File: config.mk
export PLATFORM = sky130hd
export DESIGN_NAME = weight_stream_ctrl_flat
export DESIGN_NICKNAME = d
export VERILOG_FILES = /design/src/rtl/gnn_pkg.sv /design/src/rtl/weight_stream_ctrl_if.sv /design/src/rtl/sig_delay_pipe.sv /design/src/rtl/weight_stream_ctrl.sv /design/src/flat_wrapper.sv
export SDC_FILE = /design/constraint.sdc
export NUM_CORES = 1
export LEC_CHECK = 0
export CORE_MARGIN = 3
export CORE_UTILIZATION = 59
export CTS_CLUSTER_SIZE = 8
export DETAILED_ROUTE_END_ITERATION = 10
export PLACE_DENSITY = 0.78
export REMOVE_ABC_BUFFERS = 1
export SETUP_SLACK_MARGIN = 0.15
export SLEW_MARGIN = 5
export SYNTH_ARGS = -nofsm -noshare
export SYNTH_HDL_FRONTEND = slang
export SYNTH_SLANG_ARGS = --single-unit
File: constraint.sdc
create_clock -name clk -period 3 [get_ports clk]
set_input_delay 0.75 -clock clk [delete_from_list [all_inputs] [get_ports clk]]
set_output_delay 0.75 -clock clk [all_outputs]
set_load 0.005 [all_outputs]
File: src/rtl/gnn_pkg.sv
// Shared types and defaults for the GNN vertex datapath weight streaming logic.
package gnn_pkg;

  // Strobes sent to the feature bank: start, end and layer change of a stream.
  typedef struct packed {
    logic sos;
    logic eos;
    logic change;
  } weight_bank_ctrl_t;

  typedef enum logic [0:0] {
    ST_IDLE = 1'b0,
    ST_WORK = 1'b1
  } weight_state_t;

  localparam int DEF_LANES      = 4;
  localparam int DEF_FV_SIZE    = 16;
  localparam int DEF_MAX_FV     = 16;
  localparam int DEF_MAX_LAYERS = 2;
  localparam int DEF_BANK_DLY   = 3;

  // Index width that never collapses to zero bits for single-entry dimensions.
  function automatic int idx_w(input int n);
    return (n > 1) ? $clog2(n) : 1;
  endfunction

endpackage

File: src/rtl/weight_stream_ctrl_if.sv
// Bus between the reservation station / host side and the weight stream controller.
interface weight_stream_ctrl_if #(
  parameter int LANES      = gnn_pkg::DEF_LANES,
  parameter int FV_SIZE    = gnn_pkg::DEF_FV_SIZE,
  parameter int MAX_FV     = gnn_pkg::DEF_MAX_FV,
  parameter int MAX_LAYERS = gnn_pkg::DEF_MAX_LAYERS
);
  localparam int LW = gnn_pkg::idx_w(MAX_LAYERS);
  localparam int FW = gnn_pkg::idx_w(MAX_FV);
  localparam int CW = $clog2(MAX_FV) + 1;

  // Buffer write port
  logic                     wr_en;
  logic [LW-1:0]            wr_layer;
  logic [FW-1:0]            wr_idx;
  logic [FV_SIZE-1:0]       wr_data;
  // Stream request and configuration
  logic [LW-1:0]            num_layer;
  logic [CW-1:0]            num_fv;
  logic                     fire;
  logic                     stall;
  // Weight stream towards the vertex PEs
  logic [LANES*FV_SIZE-1:0] weight_data;
  logic [LANES-1:0]         weight_valid;
  logic [CW-1:0]            cur_fv_num;
  logic [LW-1:0]            cur_layer;
  // Feature bank strobes and status
  logic                     bank_sos;
  logic                     bank_change;
  logic                     bank_eos;
  logic                     rs_idle;

  modport master (
    output wr_en, wr_layer, wr_idx, wr_data, num_layer, num_fv, fire, stall,
    input  weight_data, weight_valid, cur_fv_num, cur_layer,
    input  bank_sos, bank_change, bank_eos, rs_idle
  );

  modport slave (
    input  wr_en, wr_layer, wr_idx, wr_data, num_layer, num_fv, fire, stall,
    output weight_data, weight_valid, cur_fv_num, cur_layer,
    output bank_sos, bank_change, bank_eos, rs_idle
  );

endinterface

File: src/rtl/sig_delay_pipe.sv
// Fixed-latency shift register for the feature bank strobes.
module sig_delay_pipe #(
  parameter int WIDTH = 3,
  parameter int DEPTH = 3
) (
  input  logic             clk,
  input  logic             reset,
  input  logic [WIDTH-1:0] d_i,
  output logic [WIDTH-1:0] q_o
);

  logic [WIDTH-1:0] pipe_q [DEPTH];

  // Shift strobes one stage per cycle; reset flushes anything in flight.
  always_ff @(posedge clk) begin
    if (reset) begin
      for (int i = 0; i < DEPTH; i++) pipe_q[i] <= '0;
    end else begin
      pipe_q[0] <= d_i;
      for (int i = 1; i < DEPTH; i++) pipe_q[i] <= pipe_q[i-1];
    end
  end

  assign q_o = pipe_q[DEPTH-1];

endmodule

File: src/rtl/weight_stream_ctrl.sv
// Streams LANES weights per cycle from a loadable buffer over all chunks of
// all layers, with delayed start/change/end strobes for the feature bank.
module weight_stream_ctrl
  import gnn_pkg::*;
#(
  parameter int LANES      = DEF_LANES,
  parameter int FV_SIZE    = DEF_FV_SIZE,
  parameter int MAX_FV     = DEF_MAX_FV,
  parameter int MAX_LAYERS = DEF_MAX_LAYERS,
  parameter int BANK_DLY   = DEF_BANK_DLY
) (
  input  logic clk,
  input  logic reset,
  weight_stream_ctrl_if.slave bus
);

  localparam int LW = idx_w(MAX_LAYERS);
  localparam int FW = idx_w(MAX_FV);
  localparam int CW = $clog2(MAX_FV) + 1;
  localparam int BW = $bits(weight_bank_ctrl_t);

  weight_state_t            state_q, state_d;
  logic [CW-1:0]            fv_q, fv_d, num_fv_q, num_fv_d;
  logic [LW-1:0]            layer_q, layer_d, num_layer_q, num_layer_d;
  logic [FV_SIZE-1:0]       wbuf_q [MAX_LAYERS][MAX_FV];
  logic [LANES*FV_SIZE-1:0] lane_data, wdata_q;
  logic [LANES-1:0]         lane_vld, wvalid_q;
  logic [CW-1:0]            cur_fv_q;
  logic [LW-1:0]            cur_layer_q;
  logic                     rs_idle_q;
  logic                     accept, emit, last_chunk, last_layer;
  logic [CW-1:0]            fire_fv;
  logic [LW-1:0]            fire_layer;
  weight_bank_ctrl_t        strobe_gen, strobe_out;
  logic [BW-1:0]            strobe_out_vec;

  // Oversized lengths saturate so the fv counter can never run past the buffer.
  assign fire_fv = (bus.num_fv > CW'(MAX_FV)) ? CW'(MAX_FV) : bus.num_fv;

  generate
    if ((2**LW) > MAX_LAYERS) begin : g_layer_clamp
      assign fire_layer = (bus.num_layer > LW'(MAX_LAYERS-1)) ? LW'(MAX_LAYERS-1) : bus.num_layer;
    end else begin : g_layer_pass
      assign fire_layer = bus.num_layer;
    end
  endgenerate

  assign last_chunk = ({1'b0, fv_q} + (CW+1)'(LANES)) >= {1'b0, num_fv_q};
  assign last_layer = (layer_q == num_layer_q);

  // Lane read muxes: lanes past the end of the feature vector read as zero.
  generate
    for (genvar g = 0; g < LANES; g++) begin : g_lane
      logic [CW:0] idx;
      assign idx         = {1'b0, fv_q} + (CW+1)'(g);
      assign lane_vld[g] = idx < {1'b0, num_fv_q};
      assign lane_data[g*FV_SIZE +: FV_SIZE] = lane_vld[g] ? wbuf_q[layer_q][idx[FW-1:0]] : '0;
    end
  endgenerate

  // State register.
  always_ff @(posedge clk) begin
    if (reset) state_q <= ST_IDLE;
    else       state_q <= state_d;
  end

  // Next state: leave IDLE on a non-empty fire, return after the final chunk.
  always_comb begin
    state_d = state_q;
    case (state_q)
      ST_IDLE: if (bus.fire && (bus.num_fv != '0)) state_d = ST_WORK;
      ST_WORK: if (!bus.stall && last_chunk && last_layer) state_d = ST_IDLE;
      default: state_d = ST_IDLE;
    endcase
  end

  // FSM outputs: fire acceptance, chunk emission and strobe generation.
  always_comb begin
    accept     = 1'b0;
    emit       = 1'b0;
    strobe_gen = '0;
    case (state_q)
      ST_IDLE: begin
        if (bus.fire && (bus.num_fv != '0)) begin
          accept         = 1'b1;
          strobe_gen.sos = 1'b1;
        end
      end
      ST_WORK: begin
        if (!bus.stall) begin
          emit = 1'b1;
          if (last_chunk) begin
            strobe_gen.change = 1'b1;
            strobe_gen.eos    = last_layer;
          end
        end
      end
      default: ;
    endcase
  end

  // Counter and latched-configuration next-state logic.
  always_comb begin
    fv_d        = fv_q;
    layer_d     = layer_q;
    num_fv_d    = num_fv_q;
    num_layer_d = num_layer_q;
    if (accept) begin
      fv_d        = '0;
      layer_d     = '0;
      num_fv_d    = fire_fv;
      num_layer_d = fire_layer;
    end else if (emit) begin
      if (last_chunk) begin
        fv_d    = '0;
        layer_d = last_layer ? '0 : layer_q + 1'b1;
      end else begin
        fv_d = fv_q + CW'(LANES);
      end
    end
  end

  // Counter and configuration registers.
  always_ff @(posedge clk) begin
    if (reset) begin
      fv_q        <= '0;
      layer_q     <= '0;
      num_fv_q    <= '0;
      num_layer_q <= '0;
    end else begin
      fv_q        <= fv_d;
      layer_q     <= layer_d;
      num_fv_q    <= num_fv_d;
      num_layer_q <= num_layer_d;
    end
  end

  // Weight buffer write port; frozen while a stream is running, never reset.
  always_ff @(posedge clk) begin
    if ((state_q == ST_IDLE) && bus.wr_en) begin
      for (int l = 0; l < MAX_LAYERS; l++) begin
        for (int e = 0; e < MAX_FV; e++) begin
          if ((bus.wr_layer == LW'(l)) && (bus.wr_idx == FW'(e))) wbuf_q[l][e] <= bus.wr_data;
        end
      end
    end
  end

  // Output registers: one-cycle latency, zeroed whenever no chunk is emitted.
  always_ff @(posedge clk) begin
    if (reset) begin
      wdata_q     <= '0;
      wvalid_q    <= '0;
      cur_fv_q    <= '0;
      cur_layer_q <= '0;
      rs_idle_q   <= 1'b0;
    end else begin
      rs_idle_q <= (state_q == ST_IDLE) && !accept;
      if (emit) begin
        wdata_q     <= lane_data;
        wvalid_q    <= lane_vld;
        cur_fv_q    <= fv_q;
        cur_layer_q <= layer_q;
      end else begin
        wdata_q     <= '0;
        wvalid_q    <= '0;
        cur_fv_q    <= '0;
        cur_layer_q <= '0;
      end
    end
  end

  sig_delay_pipe #(
    .WIDTH (BW),
    .DEPTH (BANK_DLY)
  ) u_bank_dly (
    .clk   (clk),
    .reset (reset),
    .d_i   (strobe_gen),
    .q_o   (strobe_out_vec)
  );

  assign strobe_out       = weight_bank_ctrl_t'(strobe_out_vec);
  assign bus.weight_data  = wdata_q;
  assign bus.weight_valid = wvalid_q;
  assign bus.cur_fv_num   = cur_fv_q;
  assign bus.cur_layer    = cur_layer_q;
  assign bus.bank_sos     = strobe_out.sos;
  assign bus.bank_change  = strobe_out.change;
  assign bus.bank_eos     = strobe_out.eos;
  assign bus.rs_idle      = rs_idle_q;

endmodule

File: src/flat_wrapper.sv
// flat-port wrapper written by rule: the top's interface ports become plain ports
module weight_stream_ctrl_flat import gnn_pkg::*;
#(
  parameter int LANES      = DEF_LANES,
  parameter int FV_SIZE    = DEF_FV_SIZE,
  parameter int MAX_FV     = DEF_MAX_FV,
  parameter int MAX_LAYERS = DEF_MAX_LAYERS,
  parameter int BANK_DLY   = DEF_BANK_DLY
)
  (clk, reset, bus_wr_en, bus_wr_layer, bus_wr_idx, bus_wr_data, bus_num_layer, bus_num_fv, bus_fire, bus_stall, bus_weight_data, bus_weight_valid, bus_cur_fv_num, bus_cur_layer, bus_bank_sos, bus_bank_change, bus_bank_eos, bus_rs_idle);
  weight_stream_ctrl_if #(.LANES(LANES), .FV_SIZE(FV_SIZE), .MAX_FV(MAX_FV), .MAX_LAYERS(MAX_LAYERS)) bus_i ();
  input  logic clk;
  input  logic reset;
  input wire logic [$bits(bus_i.wr_en)-1:0] bus_wr_en;
  input wire logic [$bits(bus_i.wr_layer)-1:0] bus_wr_layer;
  input wire logic [$bits(bus_i.wr_idx)-1:0] bus_wr_idx;
  input wire logic [$bits(bus_i.wr_data)-1:0] bus_wr_data;
  input wire logic [$bits(bus_i.num_layer)-1:0] bus_num_layer;
  input wire logic [$bits(bus_i.num_fv)-1:0] bus_num_fv;
  input wire logic [$bits(bus_i.fire)-1:0] bus_fire;
  input wire logic [$bits(bus_i.stall)-1:0] bus_stall;
  output wire logic [$bits(bus_i.weight_data)-1:0] bus_weight_data;
  output wire logic [$bits(bus_i.weight_valid)-1:0] bus_weight_valid;
  output wire logic [$bits(bus_i.cur_fv_num)-1:0] bus_cur_fv_num;
  output wire logic [$bits(bus_i.cur_layer)-1:0] bus_cur_layer;
  output wire logic [$bits(bus_i.bank_sos)-1:0] bus_bank_sos;
  output wire logic [$bits(bus_i.bank_change)-1:0] bus_bank_change;
  output wire logic [$bits(bus_i.bank_eos)-1:0] bus_bank_eos;
  output wire logic [$bits(bus_i.rs_idle)-1:0] bus_rs_idle;
  assign bus_i.wr_en = bus_wr_en;
  assign bus_i.wr_layer = bus_wr_layer;
  assign bus_i.wr_idx = bus_wr_idx;
  assign bus_i.wr_data = bus_wr_data;
  assign bus_i.num_layer = bus_num_layer;
  assign bus_i.num_fv = bus_num_fv;
  assign bus_i.fire = bus_fire;
  assign bus_i.stall = bus_stall;
  assign bus_weight_data = bus_i.weight_data;
  assign bus_weight_valid = bus_i.weight_valid;
  assign bus_cur_fv_num = bus_i.cur_fv_num;
  assign bus_cur_layer = bus_i.cur_layer;
  assign bus_bank_sos = bus_i.bank_sos;
  assign bus_bank_change = bus_i.bank_change;
  assign bus_bank_eos = bus_i.bank_eos;
  assign bus_rs_idle = bus_i.rs_idle;
  weight_stream_ctrl #(.LANES(LANES), .FV_SIZE(FV_SIZE), .MAX_FV(MAX_FV), .MAX_LAYERS(MAX_LAYERS), .BANK_DLY(BANK_DLY)) u_core (.clk(clk), .reset(reset), .bus(bus_i));
endmodule
==> results of run 1 <==
-- worst max-delay path, cell delays in order (launching register included) --
cell,delay [ps]
dfxtp_1,630
nand2b_1,340
or3_1,760
nor3_1,410
-- final cells by class --
cell class | count | area (sq um) | share of cell area
inverters | 8 | 30.03 | 0.001117
repair buffers | 175 | 1794 | 0.06676
clock inverters | 5 | 51.30 | 0.001909
flip-flops and latches | 606 | 17270 | 0.6425
well taps | 504 | 630.6 | 0.02346
multi-input cells | 391 | 4702 | 0.1750
clock buffers | 152 | 2400 | 0.08929
-- sequential cells by signal, summed over array words and instances (netlist names), named ones only --
signal	count
u_core.state_q	1
u_core.fv_q	3
u_core.u_bank_dly.pipe_q	9
u_core.bus.weight_valid	4
u_core.layer_q	1
u_core.num_layer_q	1
u_core.bus.cur_layer	1
u_core.bus.rs_idle	1
u_core.wbuf_q	512
u_core.bus.weight_data	64
u_core.num_fv_q	5
u_core.bus.cur_fv_num	3
-- metrics by stage --
| step | instance area, sq um | setup TNS, ps | total power, mW |
|---|---|---|---|
| floorplan | 21990 | -232540 | 9.594 |
| global placement | 24420 | 0 | 9.868 |
| detailed placement | 24420 | 0 | 9.890 |
| CTS | 26880 | 0 | 18.59 |
| global route | 26880 | 0 | 18.95 |
| finish | 26880 | 0 | 18.43 |
-- cell usage after synthesis, drive strengths merged (2+ instances only) --
master	instances	area (sq um)
dfxtp	94	1882
or3	2	12.51
ha	13	162.7
nand4	3	18.77
mux4	128	2883
nand2	14	52.55
nor2b	10	62.56
and2	3	18.77
clkbuf	14	52.55
nor2	55	206.5
nand2b	3	18.77
nand3	4	20.02
edfxtp	512	15370
o211ai	2	15.01
a22o	6	52.55
o21a	6	52.55
nor3b	2	15.01
a21oi	6	41.29
o21ai	3	15.01
mux2i	65	650.6
buf	43	267.8
nor3	54	320.3
and3	2	12.51
inv	8	30.03
-- metal layers --
layer	vias to the layer above	global-route usage
met5	-	0
met4	0	0.09009
met3	100	0.05919
met2	556	0.3788
met1	5687	0.3269
li1	4710	-
-- worst max-delay path by stage --
stage / start / end / slack, ps / cells after the start
2_1_floorplan: flop / u_core.bus.weight_data[22]$_SDFF_PP0_ / -3330 / 3
3_3_place_gp: bus_stall / u_core.bus.weight_data[4]$_SDFF_PP0_ / 370 / 4
3_5_place_dp: bus_stall / u_core.bus.weight_data[18]$_SDFF_PP0_ / 320 / 4
4_1_cts: u_core.fv_q[2]$_SDFFE_PP0P_ / u_core.bus.weight_data[30]$_SDFF_PP0_ / 730 / 4
5_1_grt: u_core.state_q$_SDFF_PP0_ / u_core.bus.weight_data[15]$_SDFF_PP0_ / 590 / 3
6_report: u_core.state_q$_SDFF_PP0_ / u_core.bus.weight_data[15]$_SDFF_PP0_ / 720 / 3
-- power groups by stage --
stage	Combinational, mW	Clock [mW]	Sequential (mW)
floorplan	0.199	0	9.40
global placement	0.489	0	9.38
detailed placement	0.507	0	9.38
CTS	0.517	8.84	9.22
global route	0.555	9.18	9.22
finish	0.516	8.69	9.23
-- logic make-up after synthesis --
kind of cell | count (synthesis) | share of synthesized area
adders and majority gates | 13 | 0.007292
xor gates and xnor gates | 1 | 0.0003927
AOI/OAI and AO/OA | 26 | 0.008919
DFF | 606 | 0.7737
and+or+nand+nor | 156 | 0.03545
buffers and inverters | 65 | 0.01571
muxes | 193 | 0.1584
other | 1 | 0.0001681
==> run metrics, run 1 <==
status=finished, final reports clean; Seq pwr share=0.501; hold crit path type=flop to flop; FP Rows=70; unrepaired setup endpoints after global routing=false; first-pass GRT wire length=72.02 mm; GRT Total Usage=0.2384; clock skew=11.49 ps; CTS resizes=0; synthesis-to-layout area growth=20.49%; highest clock rate=0.4393 GHz; antenna violation net count after detailed routing=0; fin crit period=2276 ps; non-filler instance count after layout=1841; largest net degree at the start of global routing=65; initial core utilization=0.6035; Core Util, Final=0.7272; asr flop ratio synth=0; Peak VDD IR=0.5435 mV; Detailed Route Iter0 Violations=859; Sw Share=0.2004; Pleak=8.431 nW; NetSw=3.695 mW; CTS sink cnt=606; hold_sp=u_core.u_bank_dly.pipe_q[0][4]$_SDFF_PP0_; Worst Path Required=3470 ps; Overflow after GRT=0; worst r2r src=u_core.state_q$_SDFF_PP0_; Die Area=40170 sq um; Routed WL per cell=25.67 microns; placed cell count=1684; worst hold stages=1; core area=36960 sq um; number of enable flip-flop cells after synthesis=512; Worst R2R Path Depth=3; worst skew pair latency=580 ps; RR Endpoint=u_core.bus.weight_data[15]$_SDFF_PP0_; CTS H-Tree Depth=3; Boundary Pins=110; combinational power share=0.028; ANT cells=0; final worst slack=723.8 ps; Post-DP HPWL=24.92 mm; Unique masters post-synth=40; Setup Viol. Count Final=0; fillers=2092; P_int=14.74 mW; first-pass detailed-route iteration total=5; clock buffer depth=3; Clock Pin Slew Worst Setup and Hold Paths=50 ps; # DRC=0; hold_ws=430.0 ps; IO Port Bufs=107; cells after synthesis=1061; Clk pwr share=0.471; post-CTS setup buffers=0; CP max FO=17; most frequent cells in the layout=edfxtp_1 (512), mux4_2 (128), clkdlybuf4s50_1 (107); vias in the first global route=11710; WP data arrival=2750 ps; WL met2=23.26 mm; vias per std cell=6.004; Final Hold Vio Count=0; gpl congestion=0.7685; Primary FF master, synth=edfxtp_1; DP Worst Slack=318.5 ps; Mean Syn Cell Area=21.02 sq um; Max-Cap Viols=0; crit share post-route=0.7587; DR WL met3=4.017 mm; highest metal used=met4; NumNets Final=1312; antenna violations before repair=0; Hold Crit Endpoint=u_core.u_bank_dly.pipe_q[0][7]$_SDFF_PP0_; DR vias=11050; worst-margin pin slew=872.3 ps; Slew headroom=0.4185; YS warnings=0; sequential fraction of the synthesis area=0.7737; R2R setup slack=720 ps; share of cells above drive strength 1=0.2281; critical path endpoint category=flop; M1 wire length=18.59 mm; Power Density=685.9 nW/um^2; Setup Crit Path Kind=flop to flop; total wire length=47.26 mm; cell area after synthesis=22310 sq um; TritonCTS clock tree=built; die height=200.4 microns; fin. max-slew vios=0; Die W=200.4 microns; CTS Hold Bufs=0; clock root cell=clkbuf_16; cts bufs inserted=85; commonest non-fill, non-tap cell in the layout=edfxtp_1; Setup crit start kind=flop; FF+latch count, synth=606
Power figures use the tool's default switching activity.
==> run 2: changes to the inputs <==
==> constraint.sdc (replaced) <==
create_clock -name clk -period 2.1 [get_ports clk]
set_input_delay 0.525 -clock clk [delete_from_list [all_inputs] [get_ports clk]]
set_output_delay 0.525 -clock clk [all_outputs]
set_load 0.005 [all_outputs]
==> run 2 against run 1 <==
  * First-iteration DRC count grew 19%
  * Critical endpoint is now u_core.wbuf_q[1][12]$_DFFE_PP_
  * Register-to-register slack worse by 630 ps
  * Clock skew is 13 ps higher
  * Largest power group unchanged
==> run metrics, run 2 (synthesis gave the netlist of run 1 again) <==
status=finished, final reports clean; commonest non-fill, non-tap cell in the layout=edfxtp_1; clock buffer depth=3 (unchanged); Die Area=40170 sq um (unchanged); Seq pwr share=0.498 (-0.003); worst-margin pin slew=678.7 ps (-193.6 ps); largest net degree at the start of global routing=46 (-29%); cts bufs inserted=85 (unchanged); Power Density=968.5 nW/um^2 (+41%); vias per std cell=6.042 (+0.63%); synthesis-to-layout area growth=22.43%; Setup Viol. Count Final=0 (unchanged); total wire length=49.02 mm (+3.7%); first-pass GRT wire length=73.49 mm (+2.0%); Pleak=9.279 nW (+10%); Clk pwr share=0.472 (about the same); unrepaired setup endpoints after global routing=true; first-pass detailed-route iteration total=5 (unchanged); top cell family by delay on the critical path=simple AND/OR/NAND/NOR gates; hold crit path type=flop to flop; NetSw=5.341 mW (+45%); TritonCTS clock tree=built; critical path endpoint category=flop; CTS H-Tree Depth=3 (unchanged); WL met2=25.37 mm (+9.1%); fillers=2088 (-0.19%); highest metal used=met4; combinational power share=0.030 (+0.002); IO Port Bufs=107 (unchanged); Top reg by flops=u_core.wbuf_q; Worst Path Required=2390 ps (-1080 ps); Power, Total=26.45 mW (+43%); Hold Crit Endpoint=u_core.u_bank_dly.pipe_q[0][6]$_SDFF_PP0_; R2R setup slack=100 ps (-630 ps); Die W=200.4 microns (unchanged); FP Rows=70 (unchanged); RR Endpoint=u_core.wbuf_q[1][12]$_DFFE_PP_; critical path's largest stage delay=460 ps (-300 ps); worst hold stages=1 (unchanged); NumNets Final=1338 (+2.0%); antenna violation net count after detailed routing=0 (unchanged); fin. max-slew vios=0 (unchanged); DR WL met3=3.507 mm (-13%); WP data arrival=2300 ps (-450 ps); hold_ws=432.0 ps (+1.942 ps); # DRC=0 (unchanged); share of cells above drive strength 1=0.2520 (+0.02390); worst r2r src=u_core.state_q$_SDFF_PP0_; CP max FO=8 (-9); crit share post-route=0.9544 (+0.1957); Slew headroom=0.5475 (+0.1291); CTS sink cnt=606 (unchanged); Final Hold Vio Count=0 (unchanged); max reg flops=512 (unchanged); clock root cell=clkbuf_16; gpl congestion=0.7793 (+1.4%); clock skew=24.89 ps (+13.41 ps); Final Instance Area=27310 sq um (+1.6%); M1 wire length=18.21 mm (-2.0%); P_int=21.11 mW (+43%); Boundary Pins=110 (unchanged); Clock Pin Slew Worst Setup and Hold Paths=50 ps (about the same); ANT cells=0 (unchanged); Overflow after GRT=0 (unchanged); Core Util, Final=0.7389 (+0.01171); Crit-path slowest cell=dfxtp_1; Worst R2R Path Depth=5 (+2); DR vias=11270 (+1.9%); Post-DP HPWL=26.54 mm (+6.5%); GRT Total Usage=0.2454 (+0.007051); highest clock rate=0.4990 GHz (+14%); vias in the first global route=11840 (+1.2%); Max-Cap Viols=0 (unchanged); Routed WL per cell=26.28 microns (+2.4%); most frequent cells in the layout=edfxtp_1 (512), mux4_2 (128), dfxtp_1 (91); antenna violations before repair=0 (unchanged); fin crit period=2004 ps (-272.0 ps); initial core utilization=0.6035 (unchanged); hold_sp=u_core.u_bank_dly.pipe_q[0][3]$_SDFF_PP0_; worst skew pair latency=610 ps (+30 ps); Peak VDD IR=0.7730 mV (+42%); die height=200.4 microns (unchanged); Detailed Route Iter0 Violations=1021 (+19%); DP Area=24740 sq um (+1.3%); worst-path cell chain=inv_1, and3_1, nand3_1, nor2_1, buf_4; Sw Share=0.2019 (+0.001529); Setup crit start kind=flop; core area=36960 sq um (unchanged); Bufs and invs on worst path=2 (+2); Setup Crit Path Kind=flop to flop
run 2: cell count changes in the layout (fill, tap and decap cells not counted), moves of 2 or more:
| cell | change |
|---|---|
| buf_12 | +8 |
| a21oi_1 | -2 |
| dlygate4sd2_1 | +25 |
| buf_16 | +2 |
| clkdlybuf4s50_1 | -54 |
| inv_6 | -2 |
| buf_4 | +15 |
| dlymetal6s2s_1 | +29 |
| clkbuf_1 | -2 |
| nor2_1 | -8 |
| nor2_2 | +8 |
run 2: worst max path at each step:
stage                                               from                               endpoint  cells past startpoint
floorplan                                           flop  u_core.bus.weight_data[22]$_SDFF_PP0_                      3
global placement                               bus_wr_en        u_core.wbuf_q[0][230]$_DFFE_PP_                      6
detailed placement                             bus_wr_en        u_core.wbuf_q[0][215]$_DFFE_PP_                      6
CTS                 u_core.bus.weight_data[9]$_SDFF_PP0_                     bus_weight_data[9]                      1
global route                   u_core.state_q$_SDFF_PP0_         u_core.wbuf_q[1][14]$_DFFE_PP_                      5
finish                         u_core.state_q$_SDFF_PP0_         u_core.wbuf_q[1][12]$_DFFE_PP_                      5
run 2: what timing repair did:
item	CTS	global route
gates resized for setup	26	44
pin swaps	0	1
setup buffers	0	1
endpoints found under the hold margin	0	0
hold buffers	0	0
setup endpoints to repair	29	294
cloned	0	0
run 2: metrics by stage:
step	cells	TNS [ps]	setup WS (ps)
CTS	1864	0	151.5
floorplan	1005	-306040	-4227
detailed placement	1709	-96570	-341.6
finish	1865	0	95.80
global route	1865	0	62.67
global placement	1709	-79170	-288.8
run 2: cell type report:
cell class / instances / area, sq um / share of cell area
clock buffer: 151 / 2406 / 0.08811
sequential: 606 / 17270 / 0.6323
inverter: 8 / 30.03 / 0.001100
tap: 504 / 630.6 / 0.02309
multi-input combinational: 391 / 4746 / 0.1738
timing repair buffer: 201 / 2175 / 0.07963
clock inverter: 4 / 53.80 / 0.001970
run 2: power by group through the flow:
stage | Sequential [mW] | Clock [mW] | Combinational, mW
detailed placement | 13.4 | 0 | 0.773
global placement | 13.4 | 0 | 0.752
global route | 13.2 | 13.2 | 0.843
finish | 13.2 | 12.5 | 0.793
floorplan | 13.4 | 0 | 0.284
CTS | 13.2 | 12.6 | 0.784
run 2: metal layers:
layer / GRT usage / vias up
met3: 0.05675 / 127
met2: 0.4117 / 552
li1: - / 4774
met4: 0.1019 / 0
met5: 0 / -
met1: 0.3143 / 5815
